### config.mk
export PLATFORM = sky130hd
export DESIGN_NAME = wrr_arbiter
export DESIGN_NICKNAME = d
export VERILOG_FILES = /design/src/rtl/wrr_arbiter_pkg.sv /design/src/rtl/rr_pick.sv /design/src/rtl/wrr_arbiter.sv
export SDC_FILE = /design/constraint.sdc
export NUM_CORES = 1
export LEC_CHECK = 0
export CAP_MARGIN = 20
export CORE_ASPECT_RATIO = 0.75
export CORE_UTILIZATION = 45
export DETAILED_ROUTE_END_ITERATION = 6
export PLACE_DENSITY = 0.72
export SLEW_MARGIN = 20
export SYNTH_ARGS = -nofsm -noshare
export SYNTH_HDL_FRONTEND = slang
export SYNTH_SLANG_ARGS = --single-unit
### constraint.sdc
create_clock -name clk -period 3.45 [get_ports clk]
set_input_delay 0.8625 -clock clk [delete_from_list [all_inputs] [get_ports clk]]
set_output_delay 0.8625 -clock clk [all_outputs]
set_load 0.1 [all_outputs]
### src/rtl/wrr_arbiter_pkg.sv
// Shared types and helpers for the weighted round-robin arbiter.
package wrr_arbiter_pkg;

  typedef enum logic {
    IDLE  = 1'b0,
    GRANT = 1'b1
  } state_t;

  // A programmed weight of zero still grants one beat.
  function automatic logic [31:0] norm_weight(input logic [31:0] w);
    return (w == 32'd0) ? 32'd1 : w;
  endfunction

endpackage

### src/rtl/rr_pick.sv
// Two-pass round-robin priority search: lowest active index at or above ptr,
// otherwise the lowest active index overall. Excluded requesters never win.
module rr_pick
  import wrr_arbiter_pkg::*;
#(
  parameter int NUM_REQ = 4,
  parameter int ID_W    = $clog2(NUM_REQ)
) (
  input  logic [NUM_REQ-1:0] req,
  input  logic [ID_W-1:0]    ptr,
  input  logic [NUM_REQ-1:0] excl,
  output logic               found,
  output logic [NUM_REQ-1:0] gnt,
  output logic [ID_W-1:0]    id
);

  logic [NUM_REQ-1:0] cand;
  logic [NUM_REQ-1:0] upper;
  logic               found_hi;
  logic               found_lo;
  logic [ID_W-1:0]    id_hi;
  logic [ID_W-1:0]    id_lo;

  always_comb begin
    cand     = req & ~excl;
    upper    = '0;
    found_hi = 1'b0;
    found_lo = 1'b0;
    id_hi    = '0;
    id_lo    = '0;
    for (int i = 0; i < NUM_REQ; i++) begin
      upper[i] = cand[i] && (i >= int'(ptr));
    end
    for (int i = 0; i < NUM_REQ; i++) begin
      if (upper[i] && !found_hi) begin
        found_hi = 1'b1;
        id_hi    = ID_W'(i);
      end
      if (cand[i] && !found_lo) begin
        found_lo = 1'b1;
        id_lo    = ID_W'(i);
      end
    end
    found = found_hi | found_lo;
    id    = found_hi ? id_hi : id_lo;
    gnt   = found ? (NUM_REQ'(1) << id) : '0;
  end

endmodule

### src/rtl/wrr_arbiter.sv
// Weighted round-robin arbiter with burst hold and back-to-back handover.
// Optional macro WRR_LOCK_EN adds lock_i to pin the current owner's grant.
module wrr_arbiter
  import wrr_arbiter_pkg::*;
#(
  parameter int NUM_REQ  = 4,
  parameter int WEIGHT_W = 4,
  parameter int ID_W     = $clog2(NUM_REQ)
) (
  input  logic                         clk,
  input  logic                         reset,
  input  logic [NUM_REQ-1:0]           req_i,
  input  logic [NUM_REQ*WEIGHT_W-1:0]  weight_i,
  input  logic                         accept_i,
`ifdef WRR_LOCK_EN
  input  logic [NUM_REQ-1:0]           lock_i,
`endif
  output logic [NUM_REQ-1:0]           gnt_o,
  output logic                         gnt_valid_o,
  output logic [ID_W-1:0]              gnt_id_o
);

  state_t               state_q, state_d;
  logic [ID_W-1:0]      ptr_q, ptr_d;
  logic [ID_W-1:0]      owner_q, owner_d;
  logic [WEIGHT_W-1:0]  credit_q, credit_d;
  logic [NUM_REQ-1:0]   gnt_q, gnt_d;
  logic                 vld_q;

  logic                 found_a, found_b;
  logic [NUM_REQ-1:0]   gnt_a, gnt_b;
  logic [ID_W-1:0]      id_a, id_b;
  logic [ID_W-1:0]      ptr_rel;
  logic [NUM_REQ-1:0]   excl_rel;
  logic [WEIGHT_W-1:0]  weight_a, weight_b;
  logic                 lock_hold;
  logic                 release_now;

`ifdef WRR_LOCK_EN
  assign lock_hold = lock_i[owner_q] & req_i[owner_q];
`else
  assign lock_hold = 1'b0;
`endif

  assign ptr_rel  = (owner_q == ID_W'(NUM_REQ - 1)) ? '0 : owner_q + 1'b1;
  // The releasing owner only competes again when nobody else is asking.
  assign excl_rel = ((req_i & ~gnt_q) != '0) ? gnt_q : '0;

  rr_pick #(.NUM_REQ(NUM_REQ), .ID_W(ID_W)) u_pick_idle (
    .req   (req_i),
    .ptr   (ptr_q),
    .excl  ({NUM_REQ{1'b0}}),
    .found (found_a),
    .gnt   (gnt_a),
    .id    (id_a)
  );

  rr_pick #(.NUM_REQ(NUM_REQ), .ID_W(ID_W)) u_pick_release (
    .req   (req_i),
    .ptr   (ptr_rel),
    .excl  (excl_rel),
    .found (found_b),
    .gnt   (gnt_b),
    .id    (id_b)
  );

  assign weight_a = weight_i[int'(id_a)*WEIGHT_W +: WEIGHT_W];
  assign weight_b = weight_i[int'(id_b)*WEIGHT_W +: WEIGHT_W];

  always_comb begin
    state_d     = state_q;
    ptr_d       = ptr_q;
    owner_d     = owner_q;
    credit_d    = credit_q;
    gnt_d       = gnt_q;
    release_now = 1'b0;
    case (state_q)
      IDLE: begin
        if (found_a) begin
          state_d  = GRANT;
          owner_d  = id_a;
          gnt_d    = gnt_a;
          credit_d = WEIGHT_W'(norm_weight(32'(weight_a)));
        end
      end
      GRANT: begin
        // A dropped request wins over any beat offered in the same cycle.
        if (!req_i[owner_q]) begin
          release_now = 1'b1;
        end else if (accept_i) begin
          if (credit_q == WEIGHT_W'(1)) begin
            release_now = !lock_hold;
          end else begin
            credit_d = credit_q - 1'b1;
          end
        end
        if (release_now) begin
          ptr_d = ptr_rel;
          if (found_b) begin
            owner_d  = id_b;
            gnt_d    = gnt_b;
            credit_d = WEIGHT_W'(norm_weight(32'(weight_b)));
          end else begin
            state_d  = IDLE;
            owner_d  = '0;
            gnt_d    = '0;
            credit_d = '0;
          end
        end
      end
      default: begin
        state_d  = IDLE;
        owner_d  = '0;
        gnt_d    = '0;
        credit_d = '0;
      end
    endcase
  end

  always_ff @(posedge clk or posedge reset) begin
    if (reset) begin
      state_q  <= IDLE;
      ptr_q    <= '0;
      owner_q  <= '0;
      credit_q <= '0;
      gnt_q    <= '0;
      vld_q    <= 1'b0;
    end else begin
      state_q  <= state_d;
      ptr_q    <= ptr_d;
      owner_q  <= owner_d;
      credit_q <= credit_d;
      gnt_q    <= gnt_d;
      vld_q    <= |gnt_d;
    end
  end

  assign gnt_o       = gnt_q;
  assign gnt_valid_o = vld_q;
  assign gnt_id_o    = owner_q;

endmodule

==> reports/results.ini, run 1 <==
[global_route]
antenna_found_initial = 0
grt_pass1_wl_mm = 6.824
grt_max_degree = 15
overflow = 0
grtUsageTotal_pct = 26.73
grt_pass1_vias = 1405

[floorplan]
die_h_um = 50.76
dieArea_sq_um = 3401
num_rows = 17
dieWidth_um = 67.01
ios = 30
fp.coreArea_sq_um = 2978
start_util_pct = 47.90

[worst_setup_path]
crit_path_end_kind = flop
cp_top_family = simple AND/OR/NAND/NOR gates
crit_arrival_ns = 3.39
critical_path_buf_inv_count = 2
crit_required_ns = 3.56
worst_path_max_delay_cell = clkdlybuf4s50_1
worstSetupPathType = in2reg
path_max_fanout = 6
critPathLaunchType = input pin
cpPeakStageDelay_ns = 0.58
path_cells = clkdlybuf4s50_1 -> nor2b_4 -> buf_4 -> a211oi_1 -> nor4_2 -> o21bai_2 -> and3_1 -> a221o_1 -> or4_1

[power]
power_leakage_nw = 0.8423
power_density_nw_per_um2 = 959.8
power_frac_clock_pct = 8.4
p_comb_share_pct = 72.5
ir_drop_v = 0.0007726
p_int_w = 0.0008993
p_sw_share_pct = 51.47
power_switching_w = 0.0009538
seq_power_share_pct = 19.1

[clock_tree]
clock_sink_count = 14
cts-resized-gates = 0
cts_buffer_depth = 2
hold_buffers = 0
cts_setup_buffers = 0
clkTransAtPathRegs_ns = 0.06
clk_latency_ns = 0.24
cts_tree = done
htreeDepth = 1
cts_buffers = 3
cts_root_buf = clkbuf_8

[sta]
skew_ns = 0.002245
layout_min_cycle_time_ns = 3.283
layout_setup_ws_ns = 0.1672
hold_viol = 0
setup_viol = 0
relSlewSlack_pct = 52.47
tns_ns = 0
holdWs_ns = 0.5802
rsz0062_at_grt = no
tightest_slew_ns = 0.7069
timing.fmax_ghz = 0.3046
fin_crit_sh_pct = 95.15
slew_violations = 0

[finish]
regArea_sq_um = 350.3
drive_gt1_share_pct = 27.05
finish.utilization_pct = 64.83
fin_area_sq_um = 1931
nets = 235
area_growth_syn_to_layout_pct = 35.35
antenna_cells = 0
multiInputGateArea_sq_um = 983.4
fillerInstances = 248

[route]
drc_errors = 0
first_pass_iters = 4
wirelength_mm = 4.197
drtIter0Drc = 103
viasPerCell = 6.139
routed-via-count = 1504
ant_nets = 0
wl_per_cell_um = 17.13

[placed_design]
io_buffers = 29
place.gp.congestion = 0.8968
place_hpwl_mm = 3.334
dpl_cell_area_sq_um = 1861
pre_cts_slack_ns = -0.1854

[synth]
synth_top_area_cell = dfrtp_1
synth_area_leaders = dfrtp_1 (25%), o221ai_1 (4.3%), mux2i_1 (4.2%)
synth_seq_cells = 14
synth.top_cell.area_share_pct = 24.56
yosysMostFrequentCell = dfrtp_1
ys_seq_area_share_pct = 24.56
syn_avg_cell_area_sq_um = 8.971
yosysWarnings = 0
synthTopCellsByCount = dfrtp_1 (14), inv_1 (11), nand2_1 (11), nor2_1 (10)
syn_area_sq_um = 1426
synth_edf_count = 0
synth_ff_type = dfrtp_1
syn-num-nets = 186
synth.distinct_cells = 62
synthCells = 159
synthArstFlopShare_pct = 100.0

[worst_hold_path]
hold_path_class = reg2reg

[status]
status = finished, final reports clean

[job]
maxCapViolCount = 0

[state kept, by name, summed over array words and instances (netlist names)]
register	flops
ptr_q	2
state_q	1
credit_q	4
gnt_valid_o	1
gnt_id_o	2
gnt_o	4
[power groups by stage]
| stage | clock, W | combinational (W) | sequential [W] |
|---|---|---|---|
| global placement | 0 | 0.00128 | 0.000348 |
| floorplan | 0 | 0.000704 | 0.000553 |
| global route | 0.000166 | 0.00145 | 0.000364 |
| CTS | 0.000158 | 0.00132 | 0.000351 |
| finish | 0.000156 | 0.00134 | 0.000354 |
| detailed placement | 0 | 0.00131 | 0.000355 |
[per-stage QoR]
stage	std cells	power, W
floorplan	159	0.001257
global placement	241	0.001626
detailed placement	241	0.001662
CTS	245	0.001826
global route	245	0.001977
finish	245	0.001853
[kinds of logic (layout without fill, tap and decap cells)]
group,Yosys count,count (layout),synth area share [%]
compound gates,57,57,33.60
fa+ha+maj,5,5,4.211
buf+inv,21,69,7.544
simple gates,50,50,20.70
flops,14,14,24.56
mux,10,10,8.158
xor+xnor,2,2,1.228
[layer usage]
layer  global-route usage [%]  part of all wire (%)  vias to the layer above
met1                    37.52                    47                      718
li1                         -                     -                      711
met5                        0                     0                        -
met4                    8.511                   1.3                        0
met2                    41.67                    44                       67
met3                    3.864                   7.8                        8
[area by class of cell]
| class | count | area share [%] |
|---|---|---|
| multi-input cells | 124 | 50.94 |
| flip-flops and latches | 14 | 18.15 |
| inverters | 13 | 2.528 |
| well taps | 38 | 2.463 |
| clock buffers | 4 | 2.852 |
| repair buffers | 52 | 23.07 |
[worst paths after layout]
path                                         start                 endpoint  slack [ns]  cells past startpoint
max in group asynchronous                    reset  gnt_id_o[1]$_DFFE_PP0P_        2.18                      2
max reg2reg                gnt_id_o[0]$_DFFE_PP0P_    gnt_valid_o$_DFF_PP0_        0.66                      9
max                                       req_i[3]    gnt_valid_o$_DFF_PP0_        0.17                      9
min                        credit_q[3]$_DFFE_PP0P_  credit_q[3]$_DFFE_PP0P_        0.58                      1
min in group asynchronous                    reset       gnt_o[0]$_DFF_PP0_        0.94                      2
min reg2reg                credit_q[3]$_DFFE_PP0P_  credit_q[3]$_DFFE_PP0P_        0.58                      1
[placed cells by master (no fill, tap or decap), types with 4 or more instances in the layout]
cell type	instances
o21ai_0	7
ha_1	4
o221ai_1	7
a21oi_1	5
nor3_1	4
buf_4	30
clkbuf_8	4
clkdlybuf4s50_1	22
nand2_1	11
nor2_1	10
inv_1	11
nand2b_1	4
dfrtp_1	14
mux2i_1	6
Note: power is estimated with default switching activity, not from simulation.
==> run 2: changes to the inputs <==
- HOLD_SLACK_MARGIN: unset -> 0.08
==> results of run 2 <==
Final layout, timing and power as in run 1 (identical DEF).
